### config.mk
export PLATFORM = sky130hd
export DESIGN_NAME = code_conv_serial_flat
export DESIGN_NICKNAME = d
export VERILOG_FILES = /design/src/rtl/code_conv_pkg.sv /design/src/rtl/code_conv_serial_if.sv /design/src/rtl/conv_bit_counter.sv /design/src/rtl/code_conv_serial.sv /design/src/flat_wrapper.sv
export SDC_FILE = /design/constraint.sdc
export NUM_CORES = 1
export LEC_CHECK = 0
export ABC_CLOCK_PERIOD_IN_PS = 3200
export CAP_MARGIN = 20
export CORE_UTILIZATION = 45
export CTS_CLUSTER_DIAMETER = 150
export DETAILED_ROUTE_END_ITERATION = 8
export DONT_BUFFER_PORTS = 1
export SLEW_MARGIN = 20
export SYNTH_ARGS = -nofsm -noshare
export SYNTH_HDL_FRONTEND = slang
export SYNTH_SLANG_ARGS = --single-unit
### constraint.sdc
create_clock -name clk -period 3.2 [get_ports clk]
set_input_delay 0.64 -clock clk [delete_from_list [all_inputs] [get_ports clk]]
set_output_delay 0.64 -clock clk [all_outputs]
set_load 0.01 [all_outputs]
### src/rtl/code_conv_pkg.sv
// Shared types for the bit-serial binary/Gray converter.
// State encoding and mode constants used by the top and the bench.
package code_conv_pkg;

   typedef enum logic [1:0] {
      IDLE = 2'd0,
      CONV = 2'd1,
      DONE = 2'd2
   } conv_state_e;

   localparam logic MODE_B2G = 1'b0;
   localparam logic MODE_G2B = 1'b1;

endpackage

### src/rtl/code_conv_serial_if.sv
// Word-level handshake bundle for the serial code converter.
// master = producer/consumer side, slave = converter side.
interface code_conv_serial_if #(
   parameter int WIDTH = 8
);

   logic             in_valid;
   logic             in_ready;
   logic [WIDTH-1:0] in_data;
   logic             in_mode;
   logic             out_valid;
   logic             out_ready;
   logic [WIDTH-1:0] out_data;
   logic             out_mode;

   modport master (
      output in_valid, in_data, in_mode, out_ready,
      input  in_ready, out_valid, out_data, out_mode
   );

   modport slave (
      input  in_valid, in_data, in_mode, out_ready,
      output in_ready, out_valid, out_data, out_mode
   );

endinterface

### src/rtl/conv_bit_counter.sv
// Loadable down-counter selecting the result bit being resolved.
// Saturates at zero so it can never wrap.
module conv_bit_counter #(
   parameter int CNT_W = 3
) (
   input  logic             clk,
   input  logic             reset,
   input  logic             load,
   input  logic [CNT_W-1:0] load_val,
   input  logic             dec,
   output logic [CNT_W-1:0] cnt,
   output logic             zero
);

   logic [CNT_W-1:0] cnt_q;
   logic [CNT_W-1:0] cnt_d;

   // next count: load wins over decrement, hold at zero
   always_comb begin
      cnt_d = cnt_q;
      if (load) begin
         cnt_d = load_val;
      end else if (dec && (cnt_q != '0)) begin
         cnt_d = cnt_q - CNT_W'(1);
      end
   end

   // count register
   always_ff @(posedge clk or negedge reset) begin
      if (!reset) begin
         cnt_q <= '0;
      end else begin
         cnt_q <= cnt_d;
      end
   end

   assign cnt  = cnt_q;
   assign zero = (cnt_q == '0);

endmodule

### src/rtl/code_conv_serial.sv
// Bit-serial binary<->Gray converter, one result bit per clock.
// Word in on the input handshake, full word out on the output one.
module code_conv_serial
   import code_conv_pkg::*;
#(
   parameter int WIDTH = 8,
   parameter int CNT_W = $clog2(WIDTH)
) (
   input  logic                 clk,
   input  logic                 reset,
   code_conv_serial_if.slave    bus,
   output logic                 busy
);

   conv_state_e      state_q;
   conv_state_e      state_d;
   logic [WIDTH-1:0] src_q;
   logic [WIDTH-1:0] src_d;
   logic [WIDTH-1:0] res_q;
   logic [WIDTH-1:0] res_d;
   logic             mode_q;
   logic             mode_d;

   logic             cnt_load;
   logic             cnt_dec;
   logic [CNT_W-1:0] cnt;
   logic             cnt_zero;

   conv_bit_counter #(
      .CNT_W (CNT_W)
   ) u_cnt (
      .clk      (clk),
      .reset    (reset),
      .load     (cnt_load),
      .load_val (CNT_W'(WIDTH - 2)),
      .dec      (cnt_dec),
      .cnt      (cnt),
      .zero     (cnt_zero)
   );

   // FSM next state, datapath capture and per-bit XOR select
   always_comb begin
      state_d  = state_q;
      src_d    = src_q;
      res_d    = res_q;
      mode_d   = mode_q;
      cnt_load = 1'b0;
      cnt_dec  = 1'b0;
      unique case (state_q)
         IDLE: begin
            if (bus.in_valid) begin
               src_d            = bus.in_data;
               mode_d           = bus.in_mode;
               res_d            = '0;
               res_d[WIDTH-1]   = bus.in_data[WIDTH-1];
               cnt_load         = 1'b1;
               state_d          = CONV;
            end
         end
         CONV: begin
            for (int i = 0; i < WIDTH - 1; i++) begin
               if (cnt == CNT_W'(i)) begin
                  if (mode_q == MODE_G2B) begin
                     res_d[i] = res_q[i+1] ^ src_q[i];
                  end else begin
                     res_d[i] = src_q[i+1] ^ src_q[i];
                  end
               end
            end
            if (cnt_zero) begin
               state_d = DONE;
            end else begin
               cnt_dec = 1'b1;
            end
         end
         DONE: begin
            if (bus.out_ready) begin
               state_d = IDLE;
            end
         end
         default: begin
            state_d = IDLE;
         end
      endcase
   end

   // state and datapath registers
   always_ff @(posedge clk or negedge reset) begin
      if (!reset) begin
         state_q <= IDLE;
         src_q   <= '0;
         res_q   <= '0;
         mode_q  <= 1'b0;
      end else begin
         state_q <= state_d;
         src_q   <= src_d;
         res_q   <= res_d;
         mode_q  <= mode_d;
      end
   end

   assign bus.in_ready  = (state_q == IDLE);
   assign bus.out_valid = (state_q == DONE);
   assign bus.out_data  = res_q;
   assign bus.out_mode  = mode_q;
   assign busy          = (state_q != IDLE);

endmodule

### src/flat_wrapper.sv
// flat-port wrapper written by rule: the top's interface ports become plain ports
module code_conv_serial_flat import code_conv_pkg::*;
#(
   parameter int WIDTH = 8,
   parameter int CNT_W = $clog2(WIDTH)
)
  (clk, reset, busy, bus_in_valid, bus_in_data, bus_in_mode, bus_out_ready, bus_in_ready, bus_out_valid, bus_out_data, bus_out_mode);
  code_conv_serial_if #(.WIDTH(WIDTH)) bus_i ();
  input  logic clk;
  input  logic reset;
  output logic busy;
  input wire logic [$bits(bus_i.in_valid)-1:0] bus_in_valid;
  input wire logic [$bits(bus_i.in_data)-1:0] bus_in_data;
  input wire logic [$bits(bus_i.in_mode)-1:0] bus_in_mode;
  input wire logic [$bits(bus_i.out_ready)-1:0] bus_out_ready;
  output wire logic [$bits(bus_i.in_ready)-1:0] bus_in_ready;
  output wire logic [$bits(bus_i.out_valid)-1:0] bus_out_valid;
  output wire logic [$bits(bus_i.out_data)-1:0] bus_out_data;
  output wire logic [$bits(bus_i.out_mode)-1:0] bus_out_mode;
  assign bus_i.in_valid = bus_in_valid;
  assign bus_i.in_data = bus_in_data;
  assign bus_i.in_mode = bus_in_mode;
  assign bus_i.out_ready = bus_out_ready;
  assign bus_in_ready = bus_i.in_ready;
  assign bus_out_valid = bus_i.out_valid;
  assign bus_out_data = bus_i.out_data;
  assign bus_out_mode = bus_i.out_mode;
  code_conv_serial #(.WIDTH(WIDTH), .CNT_W(CNT_W)) u_core (.clk(clk), .reset(reset), .bus(bus_i), .busy(busy));
endmodule
Word level (Yosys, flattened, before mapping)
Index checks and enable logic that the tools add are counted.
- bits in registers: 22
- input bits: 13
- output and inout bits: 12
- logic and storage cells: 86
- add/subtract/negate cells: 1
- equality and inequality tests: 17
- mux-type cells: 26
- bitwise gates (word level): 14
- reductions and logical operators: 16
- operators with widths (operator ; number):
    AND reduction 3 bit ; 8
    two-way mux 1 bit ; 18
    inequality test 2 x 1 -> 1 bit (second input constant) ; 7
    case mux 7 bit (2 select lines) ; 1
    XOR 1 bit ; 14
    equality test 3 bit (second input constant) ; 3
    two-way mux 7 bit ; 1
    equality test 3 x 2 -> 1 bit (second input constant) ; 2
    two-way mux 2 bit ; 3
    two-way mux 3 bit ; 2
    case mux 2 bit (3 select lines) ; 1
    nonzero test 2 bit ; 3
    inequality test 2 bit (second input constant) ; 2
    equality test 3 x 1 -> 1 bit (second input constant) ; 1
    logical NOT 3 bit ; 1
    nonzero test 3 bit ; 1
    subtractor 3 x 1 -> 3 bit (second input constant) ; 1
    equality test 2 x 1 -> 1 bit (second input constant) ; 1
    equality test 2 bit (second input constant) ; 1
    logical NOT 2 bit ; 1
    AND reduction 2 bit ; 1
    logical AND 1 bit ; 1

Logic depth before layout (Yosys ltp)
Gate-level depths: netlist of the first run.
- word-level depth: 6
- gate-level depth with buffers: 6
- mapped depth without buffers: 5

Cells and area by module
From an unflattened synthesis of the first run, not the netlist that was laid out.
- cell total of the unflattened synthesis: 124
- area total of the unflattened synthesis: 1192.4 µm²
- by module, submodules not included (module ; times used ; cells each ; area each (µm²) ; seq. area each (µm²)):
    code_conv_serial ; 1 ; 105 ; 1002.2 ; 450.4
    conv_bit_counter ; 1 ; 19 ; 190.2 ; 75.1

Worst setup path before layout of the first run
OpenSTA, ideal clock, no wires.
- path type: input to register
- start: input port bus_in_valid
- end: register u_core.src_q[3]
- setup time: 0.125 ns
- arrival: 1.531 ns
- data required time: 3.075 ns
- slack: 1.544 ns
- stages: 4
- path buffers: 2
- path through: or3b_1 -> buf_6 -> buf_8 -> mux2_4
- cells in the longest elaborated chain, start to end: 1
- ends and longest elaborated chain (element ; RTL line ; RTL):
    from (decl) ; flat_wrapper.sv:12 ; input wire logic [$bits(bus_i.in_valid)-1:0] bus_in_valid;
    AND reduction 2 bit (no source line) ; n/a ;
    to (signal assigned) ; code_conv_serial.sv:96 ; src_q <= src_d;
    to (decl) ; code_conv_serial.sv:17 ; logic [WIDTH-1:0] src_q;
No other way between the ends.
A chain may end at the register's enable or synchronous reset.

Worst setup path after layout of the first run
- start: register u_core.state_q[1]
- end: output port bus_in_ready
- cells in the longest elaborated chain, start to end: 1
- ends and longest elaborated chain (element ; RTL line ; RTL):
    from (decl) ; code_conv_serial.sv:15 ; conv_state_e state_q;
    from (signal assigned) ; code_conv_serial.sv:95 ; state_q <= state_d;
    logical NOT 2 bit ; code_conv_serial.sv:102 ; assign bus.in_ready = (state_q == IDLE);
    to (decl) ; flat_wrapper.sv:16 ; output wire logic [$bits(bus_i.in_ready)-1:0] bus_in_ready;
No other way between the ends.

==> out/results.tsv, run 1 <==
stage	metric	value	unit
layout	antenna_cells	0	
pwr	ir_drop	0.496	mV
detailed_routing	drt-vias-per-instance	5.22	
worst_setup_path	cp_top_family	flip-flops	
cts	cts.htree.levels	1	
cts	clock_insertion_delay_worst_skew	310	ps
worst_setup_path	cp_slowest_stage_delay	490	ps
pwr	power	1.17	mW
worst_setup_path	cp_max_fo	10	
yosys	ys_async_sr_fraction	100	%
placed_design	port_buffers	0	
detailed_routing	drt_iter0_markers	12	
cts	clockBufferDepth	2	
die	start_util	47.5	%
die	fp.dieH	52.9	µm
timing	min_period	1920	ps
yosys	synth-main-ff-cell	dfrtp_1	
placed_design	dp_hpwl	1.34	mm
detailed_routing	drt_pre_antenna_iters	4	
worst_setup_path	crit_chain	or2_2 > inv_1	
worst_setup_path	worst_ep_required_time	2560	ps
pwr	p_leak	0.577	nW
worst_setup_path	critPathBufInv	1	
pwr	powerDensity	991	mW/mm²
worst_setup_path	path_class	reg2out	
worst_hold_path	worst_hold_path_type	in2async	
yosys	synth_area	0.00116	mm²
yosys	yosysSeqAreaShare	45.1	%
detailed_routing	vias	684	
worst_setup_path	worst_ep_arrival_time	1280	ps
worst_setup_path	crit_path_start_kind	register	
yosys	syn_area_per_cell	11.4	µm²
global_routing	first_global_vias	696	
run	cap_violations	0	
layout	drive_gt1_share	14.9	%
detailed_routing	top_layer	met4	
timing	holdWs	252	ps
yosys	synth_edf_count	0	
worst_setup_path	slowest_stage	dfrtp_1	
layout	final_common_cell	dfrtp_1	
cts	cts_tree	yes	
cts	cts_num_sinks	21	
cts	numCtsBuffers	3	
global_routing	grt_overflow	0	
global_routing	grt_max_degree	22	
timing	clock.fmax	0.521	GHz
yosys	yosys_warnings	0	
timing	setup-violations-final	0	
timing	hold_violations	0	
timing	slew_violations	0	
die	io-pin-count	25	
timing	finalWorstSetupSlack	1280	ps
placed_design	gp_congestion	0.776	
global_routing	track_usage	16.0	%
yosys	synth_seq_cells	21	
global_routing	grt_pass1_wl	3.18	mm
detailed_routing	avgRoutedWirePerCell	14.5	µm
layout	fin_util	48.3	%
detailed_routing	wl_met2	884	µm
timing	post-route-period-util	60.0	%
global_routing	antenna_found_initial	0	
cts	clk_root_buffer_cell	clkbuf_4	
detailed_routing	route.detailed.drc	0	
timing	finalClockSkew	8.87	ps
cts	clk_pin_slew_worst_paths	130	ps
detailed_routing	met1_length	920	µm
timing	setup_tns	0	ps
layout	nNetsFinal	120	
die	core_area	0.00245	mm²
worst_setup_path	cp-end-kind	output pin	
placed_design	dp_slack	1380	ps
yosys	synth_cell_types	31	
timing	slew_headroom	53.8	%
detailed_routing	antenna_left	0	
die	num_rows	18	
timing	rsz0062_at_grt	no	
layout	area_delta_synth_final	1.72	%
die	die_x	52.9	µm
detailed_routing	dr_wl_met3	81	µm
yosys	synthCells	102	
yosys	synth_nets	120	
layout	fillCellCount	231	
timing	tightestPinTransition	692	ps
layout	layout_common_cells	dfrtp_1 (21), mux2i_1 (13), nand2_1 (11)	
die	dieArea	0.00280	mm²
status	run_status	completed	
detailed_routing	routed_wl	1.90	mm
-- metal layers --
metal,vias to the layer above,global-route usage (%)
met1,327,22.0
met3,2,2.87
li1,338,-
met2,17,23.8
met4,0,7.89
met5,-,0
-- registers in the layout (all words and copies together) (netlist names) --
register / cells
u_core.bus.out_data: 7
u_core.state_q: 2
u_core.src_q: 8
u_core.u_cnt.cnt: 3
u_core.bus.out_mode: 1
-- path summary, 6_finish.rpt --
check                                        from             endpoint  slack (ps)  cells after the start
worst max-delay path            u_core.state_q[1]         bus_in_ready        1280                      2
worst min-delay path                        reset    u_core.state_q[1]         250                      1
worst max register to register  u_core.state_q[1]      u_core.src_q[7]        1490                      2
worst min register to register    u_core.src_q[0]      u_core.src_q[0]         550                      1
max in group asynchronous                   reset  u_core.u_cnt.cnt[1]        2620                      1
min in group clk                    bus_out_ready    u_core.state_q[1]         410                      1
-- cells by family after synthesis --
kind of cell	after synthesis	synth area share (%)
AO/OA/AOI/OAI	10	5.26
AND/OR/NAND/NOR	26	12.4
XOR/XNOR	7	5.26
flip-flops	21	45.1
buffers and inverters	11	6.12
multiplexers	22	20.5
adder cells (fa/ha/maj)	5	5.37
-- stage by stage --
step	instance area (µm²)	std cells
6_report	1180	131
3_5_place_dp	1150	126
2_1_floorplan	1160	102
5_1_grt	1180	131
4_1_cts	1190	131
3_3_place_gp	1150	126
-- area by class of cell --
cell class / count / area, µm² / share of cell area (%)
multi-input combinational: 70 / 568 / 47.9
inverter: 5 / 18.8 / 1.58
clock inverter: 1 / 7.51 / 0.634
tap: 30 / 37.5 / 3.17
sequential: 21 / 526 / 44.4
timing repair buffer: 1 / 5.00 / 0.422
clock buffer: 3 / 22.5 / 1.90
-- power breakdown --
part | internal, mW | switching (mW)
logic | 0.269 | 0.219
registers | 0.383 | 0.165
clock network | 0.0477 | 0.0902
-- synth_stat cells, types with 2 or more instances --
cell      instances  share of area [%]
mux2_2            7                6.8
clkbuf_1          2               0.64
a21oi_1           2               0.86
nand2b_1          3                1.6
ha_1              5                5.4
dfrtp_1          21                 45
inv_1             5                1.6
mux2i_1          13                 11
buf_6             2                1.9
mux2_4            2                2.6
xor2_1            6                4.5
o21ai_0           3                1.3
nand2_1          11                3.5
nand3_1           3                1.3
-- repair_timing --
action                                 4_1_cts  5_1_grt
resized for setup                            0        0
hold buffers                                 1        0
endpoints found under the hold margin       21        0
setup buffers                                0        0
(Power assumes the default switching activity.)
==> run 2: changes to the inputs <==
--- a/config.mk
+++ b/config.mk
@@ -5,7 +5,7 @@
 export SDC_FILE = /design/constraint.sdc
 export NUM_CORES = 1
 export LEC_CHECK = 0
-export ABC_CLOCK_PERIOD_IN_PS = 3200
+export ABC_CLOCK_PERIOD_IN_PS = 1600
 export CAP_MARGIN = 20
 export CORE_UTILIZATION = 45
 export CTS_CLUSTER_DIAMETER = 150
==> constraint.sdc (replaced) <==
create_clock -name clk -period 1.6 [get_ports clk]
set_input_delay 0.32 -clock clk [delete_from_list [all_inputs] [get_ports clk]]
set_output_delay 0.32 -clock clk [all_outputs]
set_load 0.01 [all_outputs]
==> out/results.tsv, run 2 (same netlist as run 1, synthesis figures left out) <==
stage	metric	value	unit	change
pwr	ir_drop	1.02	mV	was 0.496 mV
placed_design	gp_congestion	0.835		was 0.776
worst_setup_path	cp_slowest_stage_delay	450	ps	was 490 ps
die	start_util	47.5	%	unchanged
worst_setup_path	path_class	reg2reg		was reg2out
layout	drive_gt1_share	19.0	%	was 14.9%
timing	hold_violations	0		unchanged
cts	clk_pin_slew_worst_paths	120	ps	was 130 ps
cts	cts_setup_buffers	0		unchanged
layout	largest_register_ffs	8		unchanged
worst_setup_path	crit_chain	inv_2 > ha_1 > nor2b_2 > or3_1 > a21boi_0		was or2_2 > inv_1
pwr	p_clk_share	10.7	%	was 11.7%
detailed_routing	vias	738		was 684
pwr	p_seq_share	43.9	%	was 46.7%
global_routing	grt_overflow	0		unchanged
worst_setup_path	critPathBufInv	1		unchanged
cts	clockBufferDepth	2		unchanged
global_routing	grt_pass1_wl	3.30	mm	was 3.18 mm
timing	rsz0062_at_grt	no		unchanged
pwr	p_switching	960	µW	was 475 µW
die	fp.dieH	52.9	µm	unchanged
layout	fillCellCount	237		was 231
die	core_area	0.00245	mm²	unchanged
timing	tightestPinTransition	470	ps	was 692 ps
worst_setup_path	cp_max_fo	5		was 10
timing	post-route-period-util	97.7	%	
pwr	powerDensity	1980	mW/mm²	was 991 mW/mm²
worst_setup_path	crit_cells	5		was 2
placed_design	port_buffers	0		unchanged
die	io-pin-count	25		unchanged
status	run_status	completed		unchanged
worst_setup_path	crit_path_start_kind	register		unchanged
global_routing	grt_max_degree	22		unchanged
timing	slew_violations	0		unchanged
worst_setup_path	ff2ff_path_depth	5		was 2
worst_hold_path	whs_path_depth	1		
worst_setup_path	cp-end-kind	register		was output pin
timing	min_period	1560	ps	
timing	clock.fmax	0.640	GHz	
timing	slew_headroom	68.7	%	was 53.8%
pwr	p_int	1.45	mW	was 699 µW
worst_setup_path	cp_top_family	simple AND/OR/NAND/NOR gates		was flip-flops
global_routing	antenna_found_initial	0		unchanged
detailed_routing	drt_iter0_markers	11		was 12
worst_setup_path	worst_ep_required_time	1830	ps	was 2560 ps
detailed_routing	routed_wl	1.98	mm	was 1.90 mm
timing	holdWs	108	ps	was 252 ps
timing	setup-violations-final	0		unchanged
global_routing	track_usage	17.2	%	was 16.0%
cts	clock_insertion_delay_worst_skew	300	ps	was 310 ps
worst_setup_path	r2r_setup_slack	40	ps	was 1490 ps
pwr	p_comb_share	45.4	%	was 41.6%
timing	setup_tns	0	ps	unchanged
global_routing	first_global_vias	719		was 696
placed_design	dp_hpwl	1.41	mm	was 1.34 mm
pwr	power	2.41	mW	was 1.17 mW
run	cap_violations	0		unchanged
detailed_routing	avgRoutedWirePerCell	14.7	µm	was 14.5 µm
pwr	p_leak	0.596	nW	was 0.577 nW
cts	cts_tree	yes		unchanged
die	die_x	52.9	µm	unchanged
layout	top_register	u_core.src_q		unchanged
cts	cts_num_sinks	21		unchanged
layout	nNetsFinal	124		was 120
detailed_routing	route.detailed.drc	0		unchanged
die	num_rows	18		unchanged
worst_hold_path	worst_hold_path_type	in2reg		was in2async
layout	layout_common_cells	dfrtp_1 (21), mux2i_1 (13), nand2_1 (11)		unchanged
layout	final_common_cell	dfrtp_1		unchanged
detailed_routing	drt-vias-per-instance	5.47		was 5.22
cts	numCtsBuffers	3		unchanged
die	dieArea	0.00280	mm²	unchanged
worst_setup_path	slowest_stage	dfrtp_1		unchanged
timing	finalClockSkew	2.10	ps	was 8.87 ps
cts	clk_root_buffer_cell	clkbuf_4		unchanged
pwr	switching_share	39.8	%	was 40.5%
worst_setup_path	worst_ep_arrival_time	1790	ps	was 1280 ps
layout	antenna_cells	0		unchanged
detailed_routing	drt_pre_antenna_iters	4		unchanged
cts	cts.htree.levels	1		unchanged
layout	area_delta_synth_final	4.62	%	was 1.72%
detailed_routing	antenna_left	0		unchanged
-- run 2: final timing paths --
path,startpoint,endpoint
worst min register to register,u_core.src_q[0],u_core.src_q[0]
max in group asynchronous,reset,u_core.bus.out_data[4]
worst max-delay path,u_core.u_cnt.cnt[0],u_core.u_cnt.cnt[0]
min in group asynchronous,reset,u_core.u_cnt.cnt[2]
worst min-delay path,bus_out_ready,u_core.state_q[1]
worst max register to register,u_core.u_cnt.cnt[0],u_core.u_cnt.cnt[0]
-- run 2: what timing repair did --
item / in CTS / in global routing
endpoints found under the setup margin: 1 / 2
gates resized for setup: 2 / 2
hold endpoints to repair: 21 / 21
hold buffers: 1 / 1
-- run 2: per-layer routing --
layer | GRT usage, % | share of wire [%] | up-vias
li1 | - | - | 348
met1 | 21.7 | 47 | 367
met2 | 26.6 | 45 | 19
met3 | 3.45 | 4.8 | 4
met4 | 10.5 | 2.6 | 0
met5 | 0 | 0 | -
-- run 2: layout make-up --
class / instances / area [µm²] / area share (%)
Tap cell: 30 / 37.5 / 3.08
Timing Repair Buffer: 5 / 37.5 / 3.08
Clock buffer: 4 / 26.3 / 2.16
Sequential cell: 21 / 526 / 43.1
Multi-Input combinational cell: 70 / 573 / 47.0
Inverter: 5 / 18.8 / 1.54
-- run 2: through the flow --
stage	worst slack (ps)	util, %	area [µm²]	instances
6_report	37.1	49.6	1220	135
5_1_grt	7.00	49.6	1220	135
4_1_cts	10.1	49.3	1210	134
3_5_place_dp	39.7	47.8	1170	129
3_3_place_gp	130	47.8	1170	129
2_1_floorplan	74.5	-	1160	102
-- run 2: worst reg2reg max path: stages, from the launching register on --
cell and delay, ps:
dfrtp_1 450, inv_2 80, ha_1 240, nor2b_2 190
or3_1 340, a21boi_0 180
-- run 2: power by group through the flow --
stage | sequential [mW] | combinational [mW] | clock, mW
finish | 1.06 | 1.09 | 0.258
global route | 1.10 | 1.22 | 0.294
CTS | 1.06 | 1.11 | 0.274
detailed placement | 1.07 | 1.07 | 0
global placement | 1.06 | 1.04 | 0
floorplan | 0.970 | 0.999 | 0
==> run 3: changes to the inputs <==
--- a/config.mk
+++ b/config.mk
@@ -11,6 +11,7 @@
 export CTS_CLUSTER_DIAMETER = 150
 export DETAILED_ROUTE_END_ITERATION = 8
 export DONT_BUFFER_PORTS = 1
+export SKIP_CTS_REPAIR_TIMING = 1
 export SLEW_MARGIN = 20
 export SYNTH_ARGS = -nofsm -noshare
 export SYNTH_HDL_FRONTEND = slang
==> constraint.sdc (replaced) <==
create_clock -name clk -period 1.6 [get_ports clk]
set_input_delay 0.16 -clock clk [delete_from_list [all_inputs] [get_ports clk]]
set_output_delay 0.16 -clock clk [all_outputs]
set_load 0.01 [all_outputs]
==> out/results.tsv, run 3 (same netlist as run 1, synthesis figures left out) <==
stage	metric	value	unit	change
pwr	p_seq_share	43.7	%	was 43.9%
timing	rsz0062_at_grt	no		unchanged
timing	slew_violations	0		unchanged
timing	post-route-period-util	97.5	%	was 97.7%
worst_setup_path	path_class	reg2reg		unchanged
cts	cts.htree.levels	1		unchanged
detailed_routing	antenna_left	0		unchanged
cts	clk_root_buffer_cell	clkbuf_4		unchanged
layout	fin_util	54.2	%	was 49.6%
layout	area_delta_synth_final	14.3	%	was 4.62%
worst_setup_path	slowest_stage	dfrtp_1		unchanged
cts	cts_num_sinks	21		unchanged
pwr	p_leak	0.644	nW	was 0.596 nW
worst_setup_path	worst_ep_required_time	1830	ps	about the same
timing	setup-violations-final	0		unchanged
cts	clock_insertion_delay_worst_skew	300	ps	about the same
timing	clock.fmax	0.641	GHz	was 0.640 GHz
timing	slew_headroom	69.1	%	was 68.7%
timing	holdWs	89.6	ps	was 108 ps
detailed_routing	avgRoutedWirePerCell	14.7	µm	about the same
die	die_x	52.9	µm	unchanged
worst_setup_path	crit_chain	inv_2 > ha_1 > nor2b_2 > or3_1 > a21boi_0		unchanged
die	io-pin-count	25		unchanged
layout	antenna_cells	0		unchanged
status	run_status	completed		unchanged
cts	clk_pin_slew_worst_paths	120	ps	about the same
layout	fillCellCount	225		was 237
pwr	p_clk_share	10.7	%	about the same
detailed_routing	route.detailed.drc	0		unchanged
pwr	p_switching	963	µW	was 960 µW
layout	drive_gt1_share	16.5	%	was 19.0%
worst_setup_path	cp_max_fo	5		unchanged
detailed_routing	routed_wl	2.13	mm	was 1.98 mm
worst_setup_path	crit_path_start_kind	register		unchanged
pwr	p_comb_share	45.7	%	was 45.4%
cts	cts_tree	yes		unchanged
detailed_routing	drt_pre_antenna_iters	4		unchanged
worst_setup_path	worst_ep_arrival_time	1790	ps	about the same
global_routing	grt_pass1_wl	3.30	mm	unchanged
run	cap_violations	0		unchanged
pwr	powerDensity	1820	mW/mm²	was 1980 mW/mm²
layout	layout_common_cells	dfrtp_1 (21), mux2i_1 (13), nand2_1 (11), dlygate4sd3_1 (11), mux2_2 (7)		was dfrtp_1 (21), mux2i_1 (13), nand2_1 (11)
timing	setup_tns	0	ps	unchanged
pwr	ir_drop	1.03	mV	was 1.02 mV
layout	final_common_cell	dfrtp_1		unchanged
layout	nNetsFinal	134		was 124
cts	clockBufferDepth	2		unchanged
layout	top_register	u_core.src_q		unchanged
worst_setup_path	cp-end-kind	register		unchanged
global_routing	grt_overflow	0		unchanged
detailed_routing	drt-vias-per-instance	5.26		was 5.47
placed_design	port_buffers	0		unchanged
die	num_rows	18		unchanged
cts	numCtsBuffers	3		unchanged
timing	tightestPinTransition	463	ps	was 470 ps
placed_design	dpl.cell_count	129		unchanged
detailed_routing	drt_iter0_markers	12		was 11
global_routing	grt_max_degree	22		unchanged
die	dieArea	0.00280	mm²	unchanged
placed_design	gp_congestion	0.835		unchanged
placed_design	dp_hpwl	1.41	mm	unchanged
timing	hold_violations	0		unchanged
die	start_util	47.5	%	unchanged
global_routing	antenna_found_initial	0		unchanged
detailed_routing	vias	763		was 738
global_routing	track_usage	17.2	%	unchanged
pwr	p_int	1.46	mW	was 1.45 mW
die	fp.dieH	52.9	µm	unchanged
pwr	switching_share	39.7	%	was 39.8%
worst_setup_path	cp_slowest_stage_delay	440	ps	was 450 ps
timing	finalClockSkew	1.19	ps	was 2.10 ps
global_routing	first_global_vias	718		was 719
timing	min_period	1560	ps	about the same
die	core_area	0.00245	mm²	unchanged
layout	largest_register_ffs	8		unchanged
worst_hold_path	worst_hold_path_type	in2reg		unchanged
layout	finalNonFillerCells	145		was 135
-- run 3: cell count changes in the layout (fill, tap and decap cells not counted) --
| cell | before | now |
|---|---|---|
| or2_4 | 1 | 0 |
| buf_12 | 0 | 1 |
| or2_2 | 0 | 1 |
| buf_2 | 1 | 0 |
| inv_1 | 3 | 4 |
| inv_2 | 2 | 1 |
| dlygate4sd3_1 | 1 | 11 |
-- run 3: power by group through the flow --
stage	Clock [mW]	Sequential, mW	Combinational [mW]
2_1_floorplan	0	0.970	0.999
3_3_place_gp	0	1.06	1.04
3_5_place_dp	0	1.07	1.07
4_1_cts	0.274	1.06	1.08
5_1_grt	0.294	1.10	1.23
6_report	0.259	1.06	1.11
-- run 3: metal layers --
metal | wire length, µm | global-route usage (%) | share of wire, % | up-vias
met1 | 1010 | 21.7 | 47 | 374
li1 | - | - | - | 368
met4 | 51 | 10.5 | 2.4 | 0
met5 | 0 | 0 | 0 | -
met2 | 992 | 26.6 | 47 | 17
met3 | 80 | 3.45 | 3.8 | 4
-- run 3: path summary, 6_finish.rpt --
path                       slack (ps)                  end  cells past startpoint           startpoint
max                                40  u_core.u_cnt.cnt[0]                      5  u_core.u_cnt.cnt[0]
min                                90  u_core.u_cnt.cnt[1]                      2         bus_in_valid
max reg2reg                        40  u_core.u_cnt.cnt[0]                      5  u_core.u_cnt.cnt[0]
min reg2reg                       550      u_core.src_q[0]                      1      u_core.src_q[0]
max in group asynchronous        1200      u_core.src_q[1]                      2                reset
min in group asynchronous         260  u_core.u_cnt.cnt[2]                      2                reset
-- run 3: final cells by class --
class	count	area (µm²)	share of cell area, %
Inverter	5	18.8	1.41
Multi-Input combinational cell	70	571	42.9
Sequential cell	21	526	39.5
Clock buffer	4	26.3	1.97
Tap cell	30	37.5	2.82
Timing Repair Buffer	15	153	11.5
-- run 3: through the flow --
| step | setup WS, ps | cell area [µm²] | power (mW) |
|---|---|---|---|
| finish | 40.1 | 1330 | 2.42 |
| global placement | 130 | 1170 | 2.10 |
| detailed placement | 39.7 | 1170 | 2.15 |
| floorplan | 74.5 | 1160 | 1.97 |
| CTS | 10.1 | 1200 | 2.41 |
| global route | 7.00 | 1330 | 2.63 |
-- run 3: critical path: cells and delay by family (launching register included) --
family,cells,cell delay [ps]
compound gates,1,180
flops,1,440
simple gates,2,540
fa+ha+maj,1,240
buf+inv,1,80
